<file path="config.mk">
export PLATFORM = sky130hd
export DESIGN_NAME = fsm_modexp_ctrl_flat
export DESIGN_NICKNAME = d
export VERILOG_FILES = /design/src/rtl/fsm_modexp_ctrl_if.sv /design/src/rtl/fsm_modexp_ctrl.sv /design/src/flat_wrapper.sv
export SDC_FILE = /design/constraint.sdc
export NUM_CORES = 1
export LEC_CHECK = 0
export BUFFER_PORTS_ARGS = -buffer_cell sky130_fd_sc_hd__buf_2
export CAP_MARGIN = 20
export CORE_UTILIZATION = 50
export CTS_BUF_LIST = sky130_fd_sc_hd__clkbuf_16
export CTS_CLUSTER_SIZE = 24
export DETAILED_ROUTE_END_ITERATION = 10
export PLACE_DENSITY_LB_ADDON = 0.1
export SYNTH_ARGS = -nofsm -noshare
export SYNTH_HDL_FRONTEND = slang
export SYNTH_SLANG_ARGS = --single-unit
</file>
<file path="constraint.sdc">
create_clock -name clk -period 2.6 [get_ports clk]
set_clock_uncertainty 0.2 [all_clocks]
set_input_delay 0.52 -clock clk [delete_from_list [all_inputs] [get_ports clk]]
set_output_delay 0.52 -clock clk [all_outputs]
set_load 0.05 [all_outputs]
</file>
<file path="src/rtl/fsm_modexp_ctrl_if.sv">
// Host handshake and MMM strobe bundle for the modular-exponentiation controller.
// The master side is the host register block; the slave side is the controller.
interface fsm_modexp_ctrl_if #(
  parameter int EXP_WIDTH = 8
);
  logic                 ena;
  logic                 start;
  logic                 abort;
  logic [EXP_WIDTH-1:0] exp_e;
  logic                 busy;
  logic                 done;
  logic                 rst_mmm;
  logic                 ld_a;
  logic                 ld_r;
  logic                 lock1;
  logic                 lock2;
  logic [1:0]           sel1;
  logic                 sel2;
  logic                 exp_bit;

  modport master (
    output ena, start, abort, exp_e,
    input  busy, done, rst_mmm, ld_a, ld_r, lock1, lock2, sel1, sel2, exp_bit
  );

  modport slave (
    input  ena, start, abort, exp_e,
    output busy, done, rst_mmm, ld_a, ld_r, lock1, lock2, sel1, sel2, exp_bit
  );
endinterface

</file>
<file path="src/rtl/fsm_modexp_ctrl.sv">
// Sequencer for Montgomery modular exponentiation: MAP, one MMM pass per exponent
// bit, then REMAP, with start/busy/done handshake, abort and optional leading-zero skip.
module fsm_modexp_ctrl #(
  parameter int WIDTH     = 8,
  parameter int EXP_WIDTH = 8,
  parameter int SKIP_LZ   = 0
) (
  input logic               clk,
  input logic               rst,
  fsm_modexp_ctrl_if.slave  bus
);
  localparam int SW = $clog2(WIDTH + 1);
  localparam int RW = $clog2(EXP_WIDTH + 1);
  localparam logic [SW-1:0] STEP_LAST = SW'(WIDTH);

  typedef enum logic [3:0] {
    IDLE       = 4'd0,
    PRE_MAP    = 4'd1,
    MAP        = 4'd2,
    POST_MAP   = 4'd3,
    PRE_MMM    = 4'd4,
    MMM        = 4'd5,
    POST_MMM   = 4'd6,
    PRE_REMAP  = 4'd7,
    REMAP      = 4'd8,
    POST_REMAP = 4'd9,
    DONE       = 4'd10
  } state_t;

  state_t               state_q, state_d;
  logic [SW-1:0]        step_q, step_d;
  logic [RW-1:0]        round_q, round_d;
  logic [RW-1:0]        rounds_q, rounds_d;
  logic [EXP_WIDTH-1:0] exp_q, exp_d;
  logic [RW-1:0]        rounds_new;

  logic       busy, done, rst_mmm, ld_a, ld_r, lock1, lock2, sel2, exp_bit;
  logic [1:0] sel1;

  // Round count: full exponent width, or up to and including the highest set bit.
  always_comb begin
    rounds_new = RW'(EXP_WIDTH);
    if (SKIP_LZ != 0) begin
      rounds_new = '0;
      for (int i = 0; i < EXP_WIDTH; i++) begin
        if (bus.exp_e[i]) rounds_new = RW'(i + 1);
      end
    end
  end

  always_ff @(posedge clk or posedge rst) begin
    if (rst) begin
      state_q  <= IDLE;
      step_q   <= '0;
      round_q  <= '0;
      rounds_q <= '0;
      exp_q    <= '0;
    end else begin
      state_q  <= state_d;
      step_q   <= step_d;
      round_q  <= round_d;
      rounds_q <= rounds_d;
      exp_q    <= exp_d;
    end
  end

  always_comb begin
    state_d  = state_q;
    step_d   = step_q;
    round_d  = round_q;
    rounds_d = rounds_q;
    exp_d    = exp_q;
    if (bus.ena) begin
      if (bus.abort) begin
        state_d  = IDLE;
        step_d   = '0;
        round_d  = '0;
        rounds_d = '0;
        exp_d    = '0;
      end else begin
        case (state_q)
          IDLE, DONE: begin
            if (bus.start) begin
              state_d  = PRE_MAP;
              exp_d    = bus.exp_e;
              rounds_d = rounds_new;
              step_d   = '0;
              round_d  = '0;
            end
          end
          PRE_MAP:   state_d = MAP;
          PRE_MMM:   state_d = MMM;
          PRE_REMAP: state_d = REMAP;
          // The step counter holds at WIDTH on exit so it never wraps.
          MAP, MMM, REMAP: begin
            if (step_q == STEP_LAST) begin
              state_d = (state_q == MAP) ? POST_MAP :
                        (state_q == MMM) ? POST_MMM : POST_REMAP;
            end else begin
              step_d = step_q + SW'(1);
            end
          end
          POST_MAP: begin
            step_d  = '0;
            state_d = (rounds_q != '0) ? PRE_MMM : PRE_REMAP;
          end
          POST_MMM: begin
            step_d  = '0;
            exp_d   = exp_q >> 1;
            round_d = round_q + RW'(1);
            state_d = (round_q == rounds_q - RW'(1)) ? PRE_REMAP : PRE_MMM;
          end
          POST_REMAP: begin
            step_d  = '0;
            state_d = DONE;
          end
          default: begin
            state_d  = IDLE;
            step_d   = '0;
            round_d  = '0;
            rounds_d = '0;
            exp_d    = '0;
          end
        endcase
      end
    end
  end

  always_comb begin
    busy    = 1'b0;
    done    = 1'b0;
    rst_mmm = 1'b0;
    ld_a    = 1'b0;
    ld_r    = 1'b0;
    lock1   = 1'b0;
    lock2   = 1'b0;
    sel1    = 2'b00;
    sel2    = 1'b0;
    case (state_q)
      PRE_MAP, MAP: begin
        busy = 1'b1; rst_mmm = 1'b1; ld_a = 1'b1; lock1 = 1'b1; lock2 = 1'b1;
      end
      POST_MAP: begin
        busy = 1'b1; rst_mmm = 1'b1; ld_r = 1'b1; lock1 = 1'b1; lock2 = 1'b1;
      end
      PRE_MMM, MMM: begin
        busy = 1'b1; rst_mmm = 1'b1; ld_a = (state_q == PRE_MMM);
        lock1 = exp_q[0]; lock2 = 1'b1; sel1 = 2'b01; sel2 = 1'b1;
      end
      POST_MMM: begin
        busy = 1'b1; ld_r = 1'b1; lock1 = exp_q[0]; lock2 = 1'b1;
        sel1 = 2'b01; sel2 = 1'b1;
      end
      PRE_REMAP, REMAP: begin
        busy = 1'b1; rst_mmm = 1'b1; ld_a = (state_q == PRE_REMAP);
        lock1 = 1'b1; sel1 = 2'b10; sel2 = 1'b1;
      end
      POST_REMAP: begin
        busy = 1'b1; ld_r = 1'b1; lock1 = 1'b1; sel1 = 2'b10; sel2 = 1'b1;
      end
      DONE: begin
        done = 1'b1; ld_r = 1'b1; lock1 = 1'b1; sel1 = 2'b10; sel2 = 1'b1;
      end
      default: ;
    endcase
    // Idle and illegal encodings keep every output low, including the exponent tap.
    exp_bit = (busy | done) & exp_q[0];
  end

  assign bus.busy    = busy;
  assign bus.done    = done;
  assign bus.rst_mmm = rst_mmm;
  assign bus.ld_a    = ld_a;
  assign bus.ld_r    = ld_r;
  assign bus.lock1   = lock1;
  assign bus.lock2   = lock2;
  assign bus.sel1    = sel1;
  assign bus.sel2    = sel2;
  assign bus.exp_bit = exp_bit;
endmodule

</file>
<file path="src/flat_wrapper.sv">
// flat-port wrapper written by rule: the top's interface ports become plain ports
module fsm_modexp_ctrl_flat 
#(
  parameter int WIDTH     = 8,
  parameter int EXP_WIDTH = 8,
  parameter int SKIP_LZ   = 0
)
  (clk, rst, bus_ena, bus_start, bus_abort, bus_exp_e, bus_busy, bus_done, bus_rst_mmm, bus_ld_a, bus_ld_r, bus_lock1, bus_lock2, bus_sel1, bus_sel2, bus_exp_bit);
  fsm_modexp_ctrl_if #(.EXP_WIDTH(EXP_WIDTH)) bus_i ();
  input logic clk;
  input logic rst;
  input wire logic [$bits(bus_i.ena)-1:0] bus_ena;
  input wire logic [$bits(bus_i.start)-1:0] bus_start;
  input wire logic [$bits(bus_i.abort)-1:0] bus_abort;
  input wire logic [$bits(bus_i.exp_e)-1:0] bus_exp_e;
  output wire logic [$bits(bus_i.busy)-1:0] bus_busy;
  output wire logic [$bits(bus_i.done)-1:0] bus_done;
  output wire logic [$bits(bus_i.rst_mmm)-1:0] bus_rst_mmm;
  output wire logic [$bits(bus_i.ld_a)-1:0] bus_ld_a;
  output wire logic [$bits(bus_i.ld_r)-1:0] bus_ld_r;
  output wire logic [$bits(bus_i.lock1)-1:0] bus_lock1;
  output wire logic [$bits(bus_i.lock2)-1:0] bus_lock2;
  output wire logic [$bits(bus_i.sel1)-1:0] bus_sel1;
  output wire logic [$bits(bus_i.sel2)-1:0] bus_sel2;
  output wire logic [$bits(bus_i.exp_bit)-1:0] bus_exp_bit;
  assign bus_i.ena = bus_ena;
  assign bus_i.start = bus_start;
  assign bus_i.abort = bus_abort;
  assign bus_i.exp_e = bus_exp_e;
  assign bus_busy = bus_i.busy;
  assign bus_done = bus_i.done;
  assign bus_rst_mmm = bus_i.rst_mmm;
  assign bus_ld_a = bus_i.ld_a;
  assign bus_ld_r = bus_i.ld_r;
  assign bus_lock1 = bus_i.lock1;
  assign bus_lock2 = bus_i.lock2;
  assign bus_sel1 = bus_i.sel1;
  assign bus_sel2 = bus_i.sel2;
  assign bus_exp_bit = bus_i.exp_bit;
  fsm_modexp_ctrl #(.WIDTH(WIDTH), .EXP_WIDTH(EXP_WIDTH), .SKIP_LZ(SKIP_LZ)) u_core (.clk(clk), .rst(rst), .bus(bus_i));
endmodule
</file>
* Word-level counts from Yosys, hierarchy flattened
Index checks and enable logic that the tools add are counted.
Storage, ports and cells: input bits 13, register bits after elaboration 24, output and inout bits 11
Operators by class: bitwise logic cells 2, reduce and logical (&&, ||, !) cells 21, multiplexer cells 29, equal/unequal tests 18, add/subtract/negate cells 3
Operators with widths (count):
- 2-to-1 mux 4 bit | 11
- case mux 4 bit (8 select lines) | 1
- case mux 4 bit (3 select lines) | 2
- case mux 8 bit (3 select lines) | 1
- OR reduction 7 bit | 3
- equality test 4 x 3 -> 1 bit, second input constant | 4
- equality test 4 bit, second input constant | 4
- 2-to-1 mux 8 bit | 2
- AND reduction 3 bit | 3
- OR reduction 3 bit | 3
- OR reduction 9 bit | 1
- adder 4 x 1 -> 4 bit, second input constant | 2
- equality test 4 x 2 -> 1 bit, second input constant | 2
- case mux 4 bit (2 select lines) | 1
- OR reduction 2 bit | 4
- OR reduction 4 bit | 2
- OR reduction 8 bit | 1
- 2-to-1 mux 1 bit | 6
- inequality test 2 x 1 -> 1 bit, second input constant | 3
- inequality test 3 bit, second input constant | 2
- OR reduction 6 bit | 1
- equality test 4 x 1 -> 1 bit, second input constant | 1
- equality test 4 bit | 1
- zero test 4 bit | 1
- 10 further kinds | 11

* Longest topological paths before layout
Gate-level depths: netlist of run 1.
depth in word-level cells 6, gate-level depth with buffers 7, gate-level depth less buffers 6

* Least setup slack after synthesis of run 1
Ideal clock, no wire load.
path type register to output, from reg u_core.state_q[0], to out bus_exp_bit, data arrival time 2.254 ns, path slack -0.374 ns, required time 1.880 ns, stages on the path, launching flop included 6, path through dfrtp_1 > clkbuf_1 > and2_1 > clkbuf_1 > o21a_1 > nor3b_1
Between the ends: word-level cells in the longest chain between the ends 5, elaborated cells on any way between the ends 15, those cells by class eq/ne: 10; mux: 2; bitwise: 2; reduce/logical: 1
Ends and longest elaborated chain:
- from (decl) | RTL line fsm_modexp_ctrl.sv:30 | state_t state_q, state_d;
- from (signal assigned) | RTL line fsm_modexp_ctrl.sv:59 | state_q <= state_d;
- equality test 4 x 1 -> 1 bit, or another cell as far along | RTL line fsm_modexp_ctrl.sv:139 | case (state_q)
- OR reduction 9 bit (no line)
- 2-to-1 mux 1 bit | RTL line fsm_modexp_ctrl.sv:139
- bitwise OR 1 bit (*) | RTL line fsm_modexp_ctrl.sv:167 | exp_bit = (busy | done) & exp_q[0];
- bitwise AND 1 bit (*) | RTL line fsm_modexp_ctrl.sv:167
- to (decl) | RTL line flat_wrapper.sv:25 | output wire logic [$bits(bus_i.exp_bit)-1:0] bus_exp_bit;
Mark *: on every way between the ends. The rest lies on a longest branch, timed or not.

* Worst setup path in the final report of run 1
from reg u_core.state_q[1], to out bus_lock1
Between the ends: word-level cells in the longest chain between the ends 3, elaborated cells on any way between the ends 13, those cells by class eq/ne: 10; mux: 1; reduce/logical: 2
Ends and longest elaborated chain:
- equality test 4 x 1 -> 1 bit, or another cell as far along | RTL line fsm_modexp_ctrl.sv:139
- OR reduction 7 bit (no line) / OR reduction 3 bit (equally long branches)
- case mux 1 bit (2 select lines) (*) | RTL line fsm_modexp_ctrl.sv:139
- to (decl) | RTL line flat_wrapper.sv:21 | output wire logic [$bits(bus_i.lock1)-1:0] bus_lock1;
Marks and branches as above.

==> run metrics, run 1 <==
Cell Area, Synth=1450 µm²; startpoint types=flop; largest fanout on the critical path=17; Diodes inserted=0; worst hold path class=input port to asynchronous set/reset pin; WL final=2.97 mm; num rows=19; register share of total power=30.3%; final worst-path cycle share=95.7%; CP Cell Sequence=and2_1 > o21a_1 > nor3_2 > buf_2; Routability Congestion=0.843; peak supply drop=0.920 mV; Critical Path Start=u_core.state_q[1]$_DFFE_PP0P_; RSZ-0062 raised after global routing=false; first-pass GRT wire length=5.19 mm; Async SR Flop Fraction=100%; Total Die Area=3120 µm²; slowest cell delay on critical path=0.53 ns; share of the yosys chip area belonging to registers=36.2%; switching fraction of total power=48.9%; Gate power share=51.1%; hpwl dp=2.13 mm; CTS resizes=0; crit end category=primary output; number of max-cap violations=0; Pleak=0.727 nW; vias in the first global route=1177; post-synth cell types=43; Mapped Nets=181; Horiz. Die Dim=55.9 µm; fin nets=202; Clock Path Buffers=2; CTS Sinks=21; Root Buffer=clkbuf_16; worst slew pin tran=0.813 ns; setup bufs post-CTS=0; Layout area overhead=15.5%; Psw=0.870 mW; FF-to-FF setup slack=0.35 ns; final hold vios=0; Mapped Cells=165; IO buf count=23; Util after Layout=60.8%; pin count of the biggest net entering global routing=25; post-route ant nets=0; DIE HEIGHT=55.9 µm; H-tree depth=1; RR Startpoint=u_core.state_q[2]$_DFFE_PP0P_; initial antenna violation count=0; Slew HR=45.8%; CTS tree=done; syn avg cell area=8.80 µm²; CTS Buf Count=3; fill count=252; Worst Path Class, Setup=flop to primary output; core area=2760 µm²; WP data arrival=1.77 ns; Iter 0 DRT Violations=62; Max Fclk=402 MHz; overflow left after global routing=0; Yosys top cell by area=dfrtp_1; Initial Util=52.6%; Ys Warns=0; minimum clock period=2.49 ns; Clock power frac=18.7%; detailed-router iteration count before antenna repair=4; TNS Setup=0 ns; Max Slew Vio Count=0; Synth area leaders=dfrtp_1 (36%), o21ai_0 (6.9%), nand2_1 (4.1%); post-synth top area share=36.2%; run status=complete, no violations; Yosys reg bits=21; clock-pin slew on the worst setup and hold paths=0.06 ns; # setup viols final=0; Cell Int Power=0.911 mW; clk_lat worst skew=0.26 ns; DRC=0; wire length per cell=13.8 µm; # hold bufs at CTS=0; CP Data Required Time=1.88 ns; layout cells sized above 1=28.1%; EDFF count, synth=0; vias=1255; Power Dens Cells=1060 nW/µm²; Main synth FF type=dfrtp_1; overall global routing resource usage=21.0%; Top Ports=24; slowest CP cell=dfrtp_2; Via-to-Cell Ratio=5.81
==> per-layer routing <==
metal	up-vias	part of all wire, %	GRT usage (%)
met4	0	0.84	7.67
met2	37	46	33.9
li1	644	-	-
met1	572	47	26.8
met3	2	5.8	6.28
met5	-	0	0
==> cell usage after synthesis, drive strengths merged (4+ instances only) <==
master  count
o31ai       4
nand2      16
a21oi       5
dfrtp      21
nor2b       4
inv         4
clkbuf      6
nand2b      4
nor2       14
nor3        7
a22oi       7
buf         6
o21ai      23
nand3       4
==> area by class of cell <==
class | count | area, µm² | share of cell area, %
Clock buffer | 3 | 75.1 | 4.48
Clock inverter | 1 | 5.00 | 0.299
Inverter | 4 | 15.0 | 0.896
Multi-Input combinational cell | 128 | 861 | 51.3
Sequential cell | 21 | 529 | 31.6
Tap cell | 31 | 38.8 | 2.31
Timing Repair Buffer | 28 | 153 | 9.10
==> cell usage in the layout (no fill, tap or decap), types with 4 or more instances in the layout <==
master / instances
nand3_1: 4
a22oi_1: 7
inv_1: 4
a21oi_1: 5
dfrtp_1: 18
nor3_1: 5
buf_2: 23
nor2b_1: 4
nand2_1: 16
o21ai_0: 20
nand2b_1: 4
buf_4: 5
nor2_1: 13
==> power by group through the flow <==
stage	Clock (mW)	Sequential (mW)	Combinational, mW
global placement	0	0.532	0.894
finish	0.333	0.539	0.909
floorplan	0	0.467	0.807
detailed placement	0	0.538	0.909
CTS	0.337	0.532	0.913
global route	0.348	0.553	0.985
==> state kept, by name, summed over array words and instances, names as in the netlist <==
register and count:
u_core.round_q 4, u_core.exp_q 8, u_core.state_q 4, u_core.rounds_q 1, u_core.step_q 4
==> through the flow <==
stage                     setup slack, ns  instance area [µm²]  cells  total power, mW  hold slack (ns)
after floorplan                    0.0838                 1470    165             1.27            0.249
after global placement              0.325                 1590    212             1.43            0.262
after detailed placement            0.270                 1590    212             1.45            0.272
after CTS                        0.000559                 1670    216             1.78            0.243
after global routing              0.00453                 1680    216             1.89            0.303
final                               0.111                 1680    216             1.78            0.210
==> critical path, delay by kind of cell, from the launching register on <==
family	cells	cell delay [ns]
DFF	1	0.53
and+or+nand+nor	2	0.46
AOI/OAI and AO/OA	1	0.24
buffers and inverters	1	0.28
==> kinds of logic after synthesis <==
kind of cell | count (synthesis) | share of synthesized area [%]
adder cells (fa/ha/maj) | 3 | 2.59
XOR/XNOR | 4 | 2.93
AND/OR/NAND/NOR | 64 | 22.8
AO/OA/AOI/OAI | 53 | 26.5
flip-flops | 21 | 36.2
multiplexers | 4 | 2.84
buffers and inverters | 16 | 6.12
==> worst paths after layout <==
check / to / cells past startpoint
worst max-delay path: bus_lock1 / 4
worst min-delay path: u_core.exp_q[6]$_DFFE_PP0P_ / 2
worst max register to register: u_core.round_q[2]$_DFFE_PP0P_ / 5
worst min register to register: u_core.exp_q[2]$_DFFE_PP0P_ / 2
max in group asynchronous: u_core.state_q[0]$_DFFE_PP0P_ / 2
min in group clk: u_core.exp_q[2]$_DFFE_PP0P_ / 2
No activity file was read; power rests on OpenSTA's default activity.
==> inputs of run 2 (changes only) <==
--- a/config.mk
+++ b/config.mk
@@ -5,6 +5,7 @@
 export SDC_FILE = /design/constraint.sdc
 export NUM_CORES = 1
 export LEC_CHECK = 0
+export ABC_AREA = 1
 export BUFFER_PORTS_ARGS = -buffer_cell sky130_fd_sc_hd__buf_2
 export CAP_MARGIN = 20
 export CORE_UTILIZATION = 50
==> run 2 against run 1 <==
Combinational power hardly changed. Critical path type unchanged. Via count is 12% higher. Die area is 0.25% higher. Highest routed layer unchanged. Critical endpoint is now bus_rst_mmm.
==> run metrics, run 2 <==
Reg-to-Reg End=u_core.step_q[3]$_DFFE_PP0P_; Layout area overhead=14.4%; Max Slew Vio Count=0; Horiz. Die Dim=55.9 µm; most frequent cells in the layout=nand2_1 (72), buf_2 (23), nor2_1 (22), dfrtp_1 (21), inv_1 (15); first-pass GRT wire length=5.38 mm; worst r2r path cells=8; Synth Area in Compound Gates=13.1%; RR Startpoint=u_core.state_q[2]$_DFFE_PP0P_; Yosys top cell by area=dfrtp_1; fraction of the mapped netlist area in adder cells=2.58%; peak supply drop=0.990 mV; post-synth cell types=28; pre-CTS setup slack=0.532 ns; fill count=252; Ys Warns=0; IO buf count=23; # hold bufs at CTS=0; num rows=19; simple-gate share of the synthesized area=39.9%; EDFF count, synth=0; CTS Buf Count=3; share of the yosys chip area belonging to registers=36.1%; largest fanout on the critical path=7; Initial Util=52.8%; syn avg cell area=6.93 µm²; Worst Path Class, Setup=flop to primary output; mux cell area share after synthesis=0%; top post-synthesis cells by count=nand2_1 (72), nor2_1 (23), dfrtp_1 (21); CTS Sinks=21; CP Data Required Time=1.88 ns; # setup viols final=0; worst slew pin tran=0.855 ns; Iter 0 DRT Violations=90; Max Fclk=418 MHz; fin cells=264; clock-pin slew on the worst setup and hold paths=0.06 ns; CTS resizes=0; DRC=0; slowest CP cell=dfrtp_1; placed cell areas=1580 µm²; Mapped Nets=226; H-tree depth=1; final worst-path cycle share=92.0%; Top Ports=24; final setup margin=0.207 ns; run status=complete, no violations; core area=2760 µm²; Buf+Inv Stages, Crit Path=1; Main synth FF type=dfrtp_1; CP top delay family=simple AND/OR/NAND/NOR gates; WL final=3.17 mm; Mapped Cells=210; Pleak=0.883 nW; Largest Register=u_core.exp_q; Routability Congestion=0.985; CTS tree=done; minimum clock period=2.39 ns; Inst Count DP=260; worst hold path class=input port to asynchronous set/reset pin; clk_lat worst skew=0.26 ns; Total Die Area=3130 µm²; pin count of the biggest net entering global routing=25; Cell Area, Synth=1460 µm²; setup bufs post-CTS=0; wire length per cell=12.0 µm; hpwl dp=2.34 mm; FF-to-FF setup slack=0.74 ns; overflow left after global routing=0; initial antenna violation count=0; overall global routing resource usage=21.4%; post-route ant nets=0; finished layout cell area=1660 µm²; number of max-cap violations=0; XOR/XNOR share of the synthesized area=1.81%; detailed-router iteration count before antenna repair=4; Power Dens Cells=1040 nW/µm²; Slew HR=42.9%; Clock Path Buffers=2; Async SR Flop Fraction=100%; crit end category=primary output; TNS Setup=0 ns; Via-to-Cell Ratio=5.31; layout cells sized above 1=22.3%; final hold vios=0; most common cell after layout, fill and taps aside=nand2_1; WP data arrival=1.67 ns; CP Cell Sequence=nor2_2 > nand2_1 > o2111ai_1 > buf_2; largest family of logic cells by synthesized area=simple AND/OR/NAND/NOR gates; vias in the first global route=1206; RSZ-0062 raised after global routing=false; Yosys reg bits=21; startpoint types=flop; fin nets=250; slowest cell delay on critical path=0.46 ns; Synth area leaders=dfrtp_1 (36%), nand2_1 (19%), nor2_1 (5.9%); max reg flops=8; vias=1402; cell with the most instances after synthesis=nand2_1; post-synth top area share=36.1%; Diodes inserted=0; DIE HEIGHT=55.9 µm; Root Buffer=clkbuf_16
==> run 2: changes by cell type after synthesis, moves of 6 or more <==
cell,before,now
inv_1,4,15
a22oi_1,7,0
nor3_1,7,1
nand2_1,16,72
o21ai_0,20,3
a21oi_1,5,12
o21ai_1,2,8
nor2_2,0,6
nand3_1,4,11
nor2_1,14,23
==> run 2: logic make-up (layout without fill, tap and decap cells) <==
logic type      Yosys count  after routing
compound gates           31             31
flops                    21             21
buf+inv                  21             44
simple gates            131            131
xor+xnor                  3              3
fa+ha+maj                 3              3
==> run 2: layer usage <==
| metal | global-route usage (%) | vias up | share of wire [%] |
|---|---|---|---|
| li1 | - | 720 | - |
| met5 | 0 | - | 0 |
| met1 | 31.2 | 616 | 48 |
| met3 | 2.56 | 7 | 6.1 |
| met2 | 32.5 | 59 | 45 |
| met4 | 8.71 | 0 | 1.5 |
==> run 2: layout make-up <==
cell class	instances	area (µm²)	share of cell area [%]
Multi-Input combinational cell	168	837	50.3
Sequential cell	21	526	31.6
Timing Repair Buffer	24	123	7.37
Clock buffer	3	75.1	4.51
Inverter	16	60.1	3.61
Tap cell	31	38.8	2.33
Clock inverter	1	5.00	0.301
==> run 2: worst max path at each step <==
stage | slack, ns | start | endpoint | cells after the start
global placement | 0.61 | u_core.state_q[2]$_DFFE_PP0P_ | bus_rst_mmm | 4
finish | 0.21 | u_core.state_q[2]$_DFFE_PP0P_ | bus_rst_mmm | 4
CTS | 0.24 | u_core.state_q[2]$_DFFE_PP0P_ | bus_rst_mmm | 4
global route | 0.13 | u_core.state_q[2]$_DFFE_PP0P_ | bus_rst_mmm | 4
detailed placement | 0.53 | u_core.state_q[2]$_DFFE_PP0P_ | bus_rst_mmm | 4
floorplan | 0.22 | u_core.state_q[1]$_DFFE_PP0P_ | bus_busy | 5
==> run 2: stage by stage <==
step	total power, mW	util, %	hold WS (ns)
2_1_floorplan	1.22	-	0.255
3_3_place_gp	1.38	57.4	0.268
3_5_place_dp	1.39	57.4	0.281
4_1_cts	1.73	60.3	0.255
5_1_grt	1.83	60.3	0.314
6_report	1.73	60.3	0.230
==> run 2: power breakdown <==
group / switching (mW) / internal (mW) / total [mW]
combinational: 0.675 / 0.237 / 0.912
clock: 0.129 / 0.207 / 0.336
sequential: 0.0731 / 0.405 / 0.478
total: 0.877 / 0.849 / 1.73
==> inputs of run 3 (changes only) <==
--- a/config.mk
+++ b/config.mk
@@ -9,10 +9,10 @@
 export BUFFER_PORTS_ARGS = -buffer_cell sky130_fd_sc_hd__buf_2
 export CAP_MARGIN = 20
 export CORE_UTILIZATION = 50
-export CTS_BUF_LIST = sky130_fd_sc_hd__clkbuf_16
+export CTS_BUF_LIST = sky130_fd_sc_hd__clkbuf_8
 export CTS_CLUSTER_SIZE = 24
 export DETAILED_ROUTE_END_ITERATION = 10
-export PLACE_DENSITY_LB_ADDON = 0.1
+export PLACE_DENSITY_LB_ADDON = 0.25
 export SYNTH_ARGS = -nofsm -noshare
 export SYNTH_HDL_FRONTEND = slang
 export SYNTH_SLANG_ARGS = --single-unit
==> run 3 against run 2 <==
Register-to-register slack about the same. Cell area shrank 2.0%. Worst setup slack better by 0.035 ns. Combinational power about the same. Clock power is 36% lower. Sequential cell count stayed put. Sequential power barely moved. Power down 7.3%. Critical path depth did not move. Sequential share of layout area increased by 0.65 points.
==> run metrics, run 3 (synthesis gave the netlist of run 2 again) <==
DRC=0; Max Fclk=424 MHz; peak supply drop=0.952 mV; core area=2760 µm²; layout cells sized above 1=22.3%; worst hold path class=input port to asynchronous set/reset pin; CTS tree=done; worst slew pin tran=0.810 ns; final hold vios=0; num rows=19; minimum clock period=2.36 ns; CP Data Required Time=1.88 ns; Pwr Total=1.60 mW; Iter 0 DRT Violations=44; RSZ-0062 raised after global routing=false; fin nets=250; Largest Register=u_core.exp_q; Max Slew Vio Count=0; Worst Path Class, Setup=flop to primary output; clk_lat worst skew=0.26 ns; Routability Congestion=0.972; CTS Buf Count=3; startpoint types=flop; pin count of the biggest net entering global routing=25; final worst-path cycle share=90.7%; # hold bufs at CTS=0; hpwl dp=2.28 mm; largest fanout on the critical path=7; H-tree depth=1; detailed-router iteration count before antenna repair=4; wire length per cell=11.7 µm; Diodes inserted=0; run status=complete, no violations; first-pass GRT wire length=5.49 mm; clock-pin slew on the worst setup and hold paths=0.08 ns; WP data arrival=1.64 ns; RR Startpoint=u_core.state_q[1]$_DFFE_PP0P_; Initial Util=52.8%; Top Ports=24; WL final=3.09 mm; Critical Path Start=u_core.state_q[2]$_DFFE_PP0P_; Clock Path Buffers=2; number of max-cap violations=0; setup bufs post-CTS=0; TNS Setup=0 ns; Slew HR=45.9%; IO buf count=23; vias in the first global route=1275; overflow left after global routing=0; Pleak=0.868 nW; Via-to-Cell Ratio=5.23; Horiz. Die Dim=55.9 µm; Power Dens Cells=981 nW/µm²; crit end category=primary output; most common cell after layout, fill and taps aside=nand2_1; Total Die Area=3130 µm²; Layout area overhead=12.0%; overall global routing resource usage=21.7%; CTS Sinks=21; # setup viols final=0; CTS resizes=0; Root Buffer=clkbuf_8; vias=1382; post-route ant nets=0; DIE HEIGHT=55.9 µm; initial antenna violation count=0; max reg flops=8; most frequent cells in the layout=nand2_1 (72), buf_2 (23), nor2_1 (22), dfrtp_1 (21), inv_1 (15)
run 3: cell counts in the layout (fill, tap and decap cells not counted):
No cell type changed its count.
run 3: cell type report:
cell class / instances / area (µm²)
clock buffer: 3 / 41.3
clock inverter: 1 / 5.00
fill: 287 / 1130
inverter: 16 / 60.1
multi-input combinational: 168 / 837
sequential: 21 / 526
tap: 31 / 38.8
timing repair buffer: 24 / 123
run 3: worst max-delay path, cell delays in order, from the launching register on:
cell and delay, ns:
dfrtp_1 0.46, nor2_2 0.30, nand2_1 0.18, o2111ai_1 0.14
buf_2 0.30
run 3: through the flow:
stage	instances	utilization (%)	area [µm²]	hold slack, ns	setup WS, ns
after global placement	260	57.4	1580	0.265	0.583
after floorplan	210	-	1460	0.255	0.224
after detailed placement	260	57.4	1580	0.270	0.534
final	264	59.1	1630	0.202	0.243
after CTS	264	59.1	1630	0.238	0.235
after global routing	264	59.1	1630	0.286	0.153
run 3: power by group:
group	internal (mW)	switching (mW)	total, mW
Sequential	0.404	0.0711	0.475
Clock	0.107	0.107	0.214
Combinational	0.237	0.674	0.911
run 3: final timing paths:
kind	end	slack, ns	cells past startpoint
min	u_core.exp_q[5]$_DFFE_PP0P_	0.20	2
max reg2reg	u_core.round_q[0]$_DFFE_PP0P_	0.74	8
max	bus_rst_mmm	0.24	4
max in group asynchronous	u_core.round_q[1]$_DFFE_PP0P_	1.49	2
min in group clk	u_core.exp_q[7]$_DFFE_PP0P_	0.30	2
min reg2reg	u_core.exp_q[7]$_DFFE_PP0P_	0.30	2
run 3: per-layer routing:
metal	vias up	track usage, %	share of wire, %
met5	-	0	0
met4	0	6.97	1.3
met3	5	2.33	4.8
met2	38	35.8	46
met1	616	30.0	48
li1	723	-	-
